==> src/rtl/screen_sequencer.sv <==
// Game-flow controller: steps the video mux through title, play and win screens,
// tracks per-player lives from hit pulses and emits a round-boundary reset pulse.
module screen_sequencer #(
    parameter int LIVES       = 3,
    parameter int HOLD_FRAMES = 180
) (
    input  logic       clk,
    input  logic       reset,
    input  logic       start,
    input  logic       frame_tick,
    input  logic       hit_p1,
    input  logic       hit_p2,
    output logic [1:0] player_screen,
    output logic       reset_screen,
    output logic       game_active,
    output logic [1:0] lives_p1,
    output logic [1:0] lives_p2
);

    typedef enum logic [1:0] {TITLE, PLAY, WIN1, WIN2} state_t;

    localparam logic [1:0] LIVES_INIT = 2'(LIVES);
    localparam logic [7:0] HOLD_LAST  = 8'(HOLD_FRAMES - 1);

    state_t     state, state_nx;
    logic [1:0] lives1_nx, lives2_nx;
    logic [1:0] dec1, dec2;
    logic [7:0] hold_cnt, hold_nx;
    logic [1:0] screen_nx;
    logic       reset_screen_nx;
    logic       start_d, start_armed, start_rise;

    // NOTE: every register below uses <= so all of them update from the same
    // pre-edge values; the combinational block uses = with defaults first.
    always_ff @(posedge clk) begin
        if (reset) begin
            state         <= TITLE;
            lives_p1      <= 2'd0;
            lives_p2      <= 2'd0;
            hold_cnt      <= 8'd0;
            player_screen <= 2'b00;
            reset_screen  <= 1'b0;
            game_active   <= 1'b0;
            start_d       <= 1'b0;
            start_armed   <= 1'b0;
            start_rise    <= 1'b0;
        end else begin
            state         <= state_nx;
            lives_p1      <= lives1_nx;
            lives_p2      <= lives2_nx;
            hold_cnt      <= hold_nx;
            player_screen <= screen_nx;
            reset_screen  <= reset_screen_nx;
            game_active   <= (state_nx == PLAY);
            start_d       <= start;
            // A switch left high through reset must be seen low before it can start a game.
            start_armed   <= start_armed | ~start;
            start_rise    <= start & ~start_d & start_armed;
        end
    end

    assign dec1 = (hit_p1 && lives_p1 != 2'd0) ? lives_p1 - 2'd1 : lives_p1;
    assign dec2 = (hit_p2 && lives_p2 != 2'd0) ? lives_p2 - 2'd1 : lives_p2;

    // NOTE: every output of this block gets a default first so no path infers a latch.
    always_comb begin
        state_nx        = state;
        lives1_nx       = lives_p1;
        lives2_nx       = lives_p2;
        hold_nx         = hold_cnt;
        reset_screen_nx = 1'b0;

        case (state)
            TITLE: begin
                if (start_rise) begin
                    state_nx        = PLAY;
                    lives1_nx       = LIVES_INIT;
                    lives2_nx       = LIVES_INIT;
                    reset_screen_nx = 1'b1;
                end
            end
            PLAY: begin
                if (!start) begin
                    // Abort wins over any hit in the same cycle.
                    state_nx        = TITLE;
                    reset_screen_nx = 1'b1;
                end else if (dec1 == 2'd0 && dec2 == 2'd0) begin
                    lives1_nx       = 2'd1;
                    lives2_nx       = 2'd1;
                    reset_screen_nx = 1'b1;
                end else begin
                    lives1_nx = dec1;
                    lives2_nx = dec2;
                    if (dec2 == 2'd0) begin
                        state_nx = WIN1;
                        hold_nx  = 8'd0;
                    end else if (dec1 == 2'd0) begin
                        state_nx = WIN2;
                        hold_nx  = 8'd0;
                    end
                end
            end
            WIN1, WIN2: begin
                if (frame_tick) begin
                    if (hold_cnt == HOLD_LAST) begin
                        state_nx        = TITLE;
                        lives1_nx       = 2'd0;
                        lives2_nx       = 2'd0;
                        hold_nx         = 8'd0;
                        reset_screen_nx = 1'b1;
                    end else begin
                        hold_nx = hold_cnt + 8'd1;
                    end
                end
            end
            default: state_nx = TITLE;
        endcase

        case (state_nx)
            WIN1:    screen_nx = 2'b01;
            WIN2:    screen_nx = 2'b10;
            default: screen_nx = 2'b00;
        endcase
    end

endmodule

==> config.mk <==
export PLATFORM = sky130hd
export DESIGN_NAME = screen_sequencer
export DESIGN_NICKNAME = d
export VERILOG_FILES = /design/src/rtl/screen_sequencer.sv
export SDC_FILE = /design/constraint.sdc
export NUM_CORES = 1
export LEC_CHECK = 0
export CAP_MARGIN = 20
export CORE_ASPECT_RATIO = 1.25
export CORE_UTILIZATION = 53
export DETAILED_ROUTE_END_ITERATION = 10
export PLACE_DENSITY = 0.77
export SYNTH_ARGS = -nofsm -noshare
export SYNTH_HDL_FRONTEND = slang
export SYNTH_SLANG_ARGS = --single-unit
==> constraint.sdc <==
create_clock -name clk -period 2.1 [get_ports clk]
set_input_delay 0.21 -clock clk [delete_from_list [all_inputs] [get_ports clk]]
set_output_delay 0.21 -clock clk [all_outputs]
set_load 0.02 [all_outputs]
==> qor.txt, run 1 <==
die area -> 2310 um^2
Finished Cell Area -> 1300 um^2
Buffers on Ports -> 13
CTS root buf -> clkbuf_4
first-pass GRT wire length -> 3.61 mm
r2r worst-path depth -> 7
slew at the pin closest to its max-slew limit -> 0.467 ns
CP top delay family -> compound AO/OA/AOI/OAI gates
area growth from synthesis to layout -> 15.7%
Top Ports -> 14
CP Class -> flop to flop
Hold EP -> start_rise
Post-synth ARST share -> 0%
max_slew headroom -> 68.8%
Final #Nets -> 149
GR Util All Layers -> 20.5%
initial antenna violation count -> 0
# rows -> 18
Clock Skew -> 0.000861 ns
vias in the first global route -> 855
Mean Syn Cell Area -> 9.05 um^2
vias per inst -> 6.15
clk slew on worst S/H paths -> 0.11 ns
antenna diode count -> 0
Core Region -> 1980 um^2
peak supply drop -> 633 uV
synth warn -> 0
leakage power -> 0.000435 uW
CP startpoint kind -> flop
hold crit path type -> flop to flop
min cycle time layout -> 1.92 ns
CP required -> 2.29 ns
largest net degree at the start of global routing -> 14
fmax -> 0.520 GHz
# Post-CTS Setup Buffers -> 0
Post-synth EDFFs -> 0
Skew-Pair Late Insertion Delay -> 0.31 ns
worst path cell trace -> inv_1 > ha_1 > nand4b_1 > o31a_4 > xnor2_4 > o31ai_4 > a311oi_1
Cell Pwr Density -> 574 nW/um^2
fin. max-slew vios -> 0
TritonCTS clock tree -> built
Initial Util -> 56.6%
Netlist Area Pre-Place -> 1120 um^2
die width -> 43.2 um
post-DP HPWL -> 1.65 mm
hold_buf cts -> 0
Seq/Total Area, Yosys -> 37.5%
# DRC -> 0
hold path depth -> 1
HP Start -> start_d
CP max stage cell -> dfxtp_1
reg-to-reg slack, setup -> 0.18 ns
wire per inst -> 13.9 um
Top FF cell, synth -> dfxtp_1
Bufs on Longest Clock Path -> 2
die height -> 53.5 um
number of CTS-inserted buffers -> 3
final period utilization -> 91.5%
status -> completed
Final Util -> 65.5%
GR Overflow Total -> 0
share of cells above drive strength 1 -> 11.5%
CP max stage delay -> 0.44 ns
Setup WS post-layout -> 0.178 ns
vias post-DR -> 978
clock sinks -> 21
Synth cell types -> 40
Place WS -> 0.117 ns
max-cap violation count -> 0
initial DRC count -> 32
Sum Neg Setup Slack -> 0 ns
worst-path fanout max -> 7
first drt pass iteration count -> 4
gpl congestion -> 0.816
Synth Instances -> 124
RSZ-0062 raised after global routing -> false
worst hold slack -> 0.399 ns
routed wire length -> 2.21 mm
met1 GRT Util -> 25.4%
Critical Path End Type -> flop
R2R Path End -> hold_cnt[2]
CTS H-tree depth -> 1
worst r2r src -> lives_p2[1]
WP buf/inv -> 1
antenna viol nets, final -> 0
M3 GR Usage -> 3.07%
#FFs+latches synth -> 21
Final Hold Vio Count -> 0
DP Area -> 1270 um^2
busiest layer in global routing -> met2
post-synth net total -> 133
Global Route met2 Usage -> 36.3%
WP data arrival -> 2.11 ns
setup violators final -> 0
[cell families (layout without fill, tap and decap cells)]
kind of cell | count (synthesis) | after routing | synth area share (%)
fa+ha+maj | 3 | 3 | 3.34
compound gates | 45 | 45 | 30.4
xor+xnor | 1 | 1 | 2.45
buf+inv | 10 | 25 | 3.68
simple gates | 44 | 44 | 22.6
flops | 21 | 21 | 37.5
[Yosys cell counts (2+ instances only)]
| cell type | n | share of area [%] |
|---|---|---|
| dfxtp_1 | 21 | 37 |
| a21oi_1 | 11 | 4.9 |
| nand2_1 | 11 | 3.7 |
| nor2_1 | 8 | 2.7 |
| inv_1 | 7 | 2.3 |
| o21ai_0 | 7 | 3.1 |
| a311oi_1 | 6 | 4.7 |
| nand2b_1 | 4 | 2.2 |
| nand3_1 | 4 | 1.8 |
| a21o_1 | 3 | 2.0 |
| and3_1 | 3 | 1.7 |
| ha_1 | 3 | 3.3 |
| o21ai_1 | 3 | 1.3 |
| and2_1 | 2 | 1.1 |
| clkbuf_1 | 2 | 0.67 |
| nand4b_1 | 2 | 1.6 |
| nor2b_1 | 2 | 1.1 |
| nor2b_4 | 2 | 2.5 |
| o31a_4 | 2 | 3.1 |
[worst register-to-register path, cell delays in order, from the launching register on]
cell and delay, ns:
dfxtp_1 0.44, inv_1 0.07, ha_1 0.22, nand4b_1 0.23, o31a_4 0.17, xnor2_4 0.17, o31ai_4 0.32, a311oi_1 0.17
[worst max path at each step]
stage	startpoint	slack (ns)	depth (start not counted)	endpoint
6_report	lives_p2[1]	0.18	7	hold_cnt[2]
5_1_grt	lives_p2[1]	0.05	7	hold_cnt[2]
4_1_cts	lives_p2[0]	0.08	7	hold_cnt[2]
3_5_place_dp	lives_p2[0]	0.12	7	hold_cnt[2]
3_3_place_gp	lives_p2[0]	0.15	7	hold_cnt[6]
2_1_floorplan	lives_p2[0]	0.16	7	hold_cnt[2]
[through the flow]
stage / total power (uW) / std cells
after floorplan: 523 / 124
after global placement: 557 / 155
after detailed placement: 560 / 155
after CTS: 754 / 159
after global routing: 778 / 159
final: 746 / 159
[power breakdown]
part           switching [uW]  internal (uW)  leakage (uW)
clock                     124           71.4     0.0000177
sequential               9.87            408      0.000171
combinational            66.3           66.2      0.000246
[final cells by class]
cell class	instances	area (um^2)
Sequential cell	21	422
Fill cell	196	683
Inverter	7	26.3
Clock buffer	3	22.5
Tap cell	20	25.0
Timing Repair Buffer	14	138
Multi-Input combinational cell	93	661
Clock inverter	1	5.00
[routing by layer]
layer / vias to the layer above / routed length [um]
met5: - / 0
met1: 458 / 955
met3: 4 / 88
li1: 492 / -
met4: 0 / 31
met2: 24 / 1130
[state kept, by name (all words and copies together) (netlist names)]
register and count:
hold_cnt 8, game_active 1, start_armed 1, lives_p2 2, player_screen 2, lives_p1 2, start_d 1, reset_screen 1
start_rise 1, state 2
[layout by cell type (no fill, tap or decap), types with 2 or more instances in the layout]
cell type         n
o21ai_1           3
clkbuf_4          3
and3_1            3
and2_1            2
a311oi_1          6
nand3_1           4
ha_1              3
clkdlybuf4s50_1  13
a21o_1            3
a21oi_1          11
nor2_1            8
nand2b_1          4
dfxtp_1          20
nor2b_1           2
nor2b_4           2
o21ai_0           7
nand2_1          11
o31a_4            2
nand4b_1          2
inv_1             7
[timing repair]
item,4_1_cts,5_1_grt
endpoints found under the setup margin,0,7
resized for setup,0,1
endpoints found under the hold margin,0,0
(Power assumes the default switching activity.)
==> inputs of run 2 (changes only) <==
- HOLD_SLACK_MARGIN: unset -> 0.1
- SKIP_LAST_GASP: unset -> 1
==> results of run 2 <==
No change in the layout: final DEF, timing and power equal those of run 1.
==> inputs of run 3 (changes only) <==
- CORE_UTILIZATION: 53 -> 30
- PLACE_DENSITY: 0.77 -> unset
==> run 3 against run 2 <==
The run now ends with design-rule violations left. Maximum frequency is 1.8% lower. Die area is 73% higher. Worst setup slack worse by 0.036 ns. Cell area is 6.6% higher. Combinational power is 11% higher. Routed wire length is 14% higher. Sequential power hardly changed. Flip-flop and latch count stayed put. Hold slack better by 0.0062 ns. Global-route usage is 6.9 points lower. Largest power group unchanged. Non-clock buffer count is 4 higher. Register-to-register slack worse by 0.04 ns.
==> qor.txt, run 3 (synthesis results as in run 1) <==
status -> complete, but fails checks
violated checks -> design-rule violations
Sum Neg Setup Slack -> 0 ns
initial DRC count -> 64
largest net degree at the start of global routing -> 23
wire per inst -> 13.8 um
clock power share -> 32.2%
Core Region -> 3540 um^2
hold_buf cts -> 0
die width -> 56.7 um
max_slew headroom -> 78.6%
Final Hold Vio Count -> 0
peak supply drop -> 253 uV
die height -> 70.4 um
post-DP HPWL -> 1.83 mm
Bufs on Longest Clock Path -> 2
Setup WS post-layout -> 0.142 ns
# DRC -> 4
WP data arrival -> 2.13 ns
slew at the pin closest to its max-slew limit -> 0.317 ns
first drt pass iteration count -> 7
worst hold slack -> 0.405 ns
most frequent cells in the layout -> 20 x dfxtp_1, 13 x clkdlybuf4s50_1, 11 x nand2_1, 11 x a21oi_1, 8 x nor2_1
hold crit path type -> flop to flop
Buffers on Ports -> 13
CTS root buf -> clkbuf_8
vias in the first global route -> 952
antenna viol nets, final -> 0
GR Util All Layers -> 13.6%
Flop pwr share -> 50.1%
P_int -> 615 uW
Comb power frac -> 17.7%
fin. max-slew vios -> 0
antenna diode count -> 0
TritonCTS clock tree -> built
fmax -> 0.511 GHz
die area -> 3990 um^2
routed wire length -> 2.51 mm
Cell Pwr Density -> 600 nW/um^2
gpl congestion -> 0.804
Critical Path End Type -> flop
area growth from synthesis to layout -> 23.3%
max-cap violation count -> 0
P_sw -> 216 uW
clk slew on worst S/H paths -> 0.08 ns
min cycle time layout -> 1.96 ns
setup violators final -> 0
CP Class -> flop to flop
share of cells above drive strength 1 -> 15.4%
initial antenna violation count -> 0
leakage power -> 0.000466 uW
Clock Skew -> 0.00218 ns
Skew-Pair Late Insertion Delay -> 0.26 ns
# rows -> 24
Biggest register -> hold_cnt
Place WS -> 0.0389 ns
clock sinks -> 21
CP startpoint kind -> flop
GR Overflow Total -> 0
Initial Util -> 31.7%
commonest non-fill, non-tap cell in the layout -> dfxtp_1
final period utilization -> 93.2%
worst-path fanout max -> 7
vias post-DR -> 999
vias per inst -> 5.49
Switching Fraction -> 26.0%
RSZ-0062 raised after global routing -> false
Top Ports -> 14
first-pass GRT wire length -> 4.24 mm
CTS H-tree depth -> 1
max FFs per register -> 8
number of CTS-inserted buffers -> 3
CP required -> 2.27 ns
Final #Nets -> 153
## run 3: cell types whose count changed in the layout (fill, tap and decap cells not counted)
cell / before / now
buf_4: 1 / 5
clkbuf_4: 3 / 0
clkbuf_8: 0 / 3
a311oi_1: 6 / 4
a311oi_2: 0 / 2
## run 3: cell type report
cell class	count	area [um^2]
Clock inverter	1	5.00
Fill cell	375	2160
Timing Repair Buffer	18	168
Sequential cell	21	422
Multi-Input combinational cell	93	673
Inverter	7	26.3
Tap cell	39	48.8
Clock buffer	3	41.3
## run 3: worst max-delay path, cell delays in order (launching register included)
cell,delay (ns)
dfxtp_2,0.39
inv_1,0.08
ha_1,0.24
nand4b_1,0.25
o31a_4,0.18
xnor2_4,0.20
o31ai_4,0.09
buf_4,0.18
a311oi_1,0.26
## run 3: per-layer routing
layer	wire length, um	global-route usage [%]
met1	1120	17.1
met2	1240	22.4
met3	99	2.22
met4	48	6.67
met5	0	0
## run 3: power by group through the flow
stage	sequential, uW	combinational, uW	clock, uW
6_report	416	147	267
5_1_grt	418	160	294
4_1_cts	416	139	274
2_1_floorplan	432	90.7	0
3_5_place_dp	426	138	0
3_3_place_gp	425	135	0
## run 3: final timing paths
check             cells after the start         from          end  slack (ns)
setup / recovery                      8  lives_p2[0]  hold_cnt[2]        0.14
hold / removal                        1      start_d   start_rise        0.41
setup reg to reg                      8  lives_p2[0]  hold_cnt[2]        0.14
hold reg to reg                       1      start_d   start_rise        0.41
## run 3: per-stage QoR
stage                     util [%]  power, uW  instance area, um^2  cells
after floorplan                  -        523                 1120    124
after global placement        36.9        560                 1310    176
after detailed placement      36.9        563                 1310    176
after CTS                     38.2        829                 1360    180
after global routing          39.1        872                 1380    182
final                         39.1        831                 1380    182
## run 3: what timing repair did
action,CTS,global route
setup endpoints to repair,0,9
resized for setup,0,3
hold endpoints to repair,0,0
buffers inserted,0,2
==> edit, RTL diff (settings of run 3) <==
Re-encode `state_t` (4 states) as one-hot, 4 bits wide.
--- a/src/rtl/screen_sequencer.sv
+++ b/src/rtl/screen_sequencer.sv
@@ -17,7 +17,7 @@
     output logic [1:0] lives_p2
 );
 
-    typedef enum logic [1:0] {TITLE, PLAY, WIN1, WIN2} state_t;
+    typedef enum logic [3:0] {TITLE = 4'b0001, PLAY = 4'b0010, WIN1 = 4'b0100, WIN2 = 4'b1000} state_t;
 
     localparam logic [1:0] LIVES_INIT = 2'(LIVES);
     localparam logic [7:0] HOLD_LAST  = 8'(HOLD_FRAMES - 1);
Formal check against the unedited RTL: same outputs for any inputs over 10 cycles, from zero or initial values and one cycle with reset high; not proved beyond that.
==> edit against run 3 <==
Clock power is 6% higher. Routed wire length is 24% higher. Area after synthesis is 11% higher. Design area is 16% higher. Sequential cell count is 2 higher. Hold slack better by 5.0 ps. Setup slack worse by 66 ps. Die area is 10% higher. Power is 0.46% higher. Largest cell class unchanged. Largest power group unchanged.
==> edit: results (changes against run 3) <==
- Layout cells sized above 1: 15.8% (+0.43 points)
- Routing usage on met3: 2.46% (+0.24 points)
- Vias in the first global route: 1236 (+30%)
- Synth cell count leaders: 23 x dfxtp_1, 12 x nand2_1, 10 x a21oi_1, 10 x nor2_1
- Register area share after synthesis: 37.1% (-0.36 points)
- Row Count: 25 (+4.2%)
- Status: complete, no violations
- Via count: 1210 (+21%)
- DR iter-0 viols: 65 (+1.6%)
- Met2 usage: 28.7% (+6.4 points)
- Drt first pass iters: 4 (-3)
- Headroom to the max-slew limit: 67.6% (-11 points)
- Post-Syn Nets: 159 (+20%)
- Gr usage total: 16.2% (+2.6 points)
- Placer Congestion: 0.847 (+5.3%)
- Crit Path Max Fanout: 3 (-4)
- Peak VDD IR: 0.000222 V (-12%)
- Met1 Usage GRT: 18.8% (+1.7 points)
- Synth cell types: 39 (-2.5%)
- Async SR Flop Fraction: 0% (unchanged)
- Final nets: 187 (+22%)
- WP data arrival: 2240 ps (+110 ps)
- Skew final: 4.27 ps (+2.09 ps)
- Pin count of the biggest net entering global routing: 20 (-13%)
- Top cells by area, synth: dfxtp_1 37%, a221oi_1 5.6%, a21oi_1 4.0%
## edit: routing by layer
metal  routed length, um  vias to the layer above
met2                1660                       14
met4                  62                        0
met1                1330                      580
met3                  67                        5
met5                   0                        -
li1                    -                      611
## edit: area by class of cell
| cell class | instances | area (um^2) |
|---|---|---|
| multi-input combinational | 112 | 743 |
| timing repair buffer | 31 | 265 |
| sequential | 23 | 462 |
| inverter | 7 | 26.3 |
| tap | 54 | 67.6 |
| clock buffer | 4 | 45.0 |
| fill | 407 | 2270 |
## edit: final timing paths
path	cells past startpoint	slack [ps]	start	endpoint
setup / recovery	5	80	state[2]	hold_cnt[6]
hold / removal	1	410	start_d	start_rise
setup reg to reg	5	80	state[2]	hold_cnt[6]
hold reg to reg	1	410	start_d	start_rise
## edit: cells by family (layout without fill, tap and decap cells)
kind of cell | Yosys count | count (layout) | synth area share (%)
fa+ha+maj | 4 | 4 | 3.83
flops | 23 | 23 | 37.1
simple gates | 62 | 62 | 28.2
compound gates | 42 | 42 | 23.2
mux | 1 | 1 | 0.806
buf+inv | 15 | 42 | 4.74
xor+xnor | 3 | 3 | 2.12
## edit: worst max-delay path, stage by stage, from the launching register on
cell	delay, ps
dfxtp_1	350
xnor2_2	150
or4b_1	480
or4_1	420
or4_1	480
o21ai_1	80
## edit: timing repair
item / 4_1_cts / 5_1_grt
buffers inserted: 0 / 1
resized for setup: 0 / 4
endpoints found under the setup margin: 0 / 8
hold buffers: 0 / 0
## edit: power breakdown
part	internal [mW]	switching, mW
Combinational	0.0505	0.0527
Sequential	0.443	0.00547
Clock	0.136	0.147
Total	0.630	0.205
## edit: stage by stage
stage / hold slack, ps / worst slack, ps / total power [mW] / cells
after floorplan: 302 / -174 / 0.508 / 150
after global placement: 380 / -93.5 / 0.554 / 226
after detailed placement: 393 / -98.7 / 0.559 / 226
after CTS: 415 / 68.5 / 0.844 / 230
after global routing: 431 / -11.6 / 0.873 / 231
final: 410 / 75.7 / 0.835 / 231
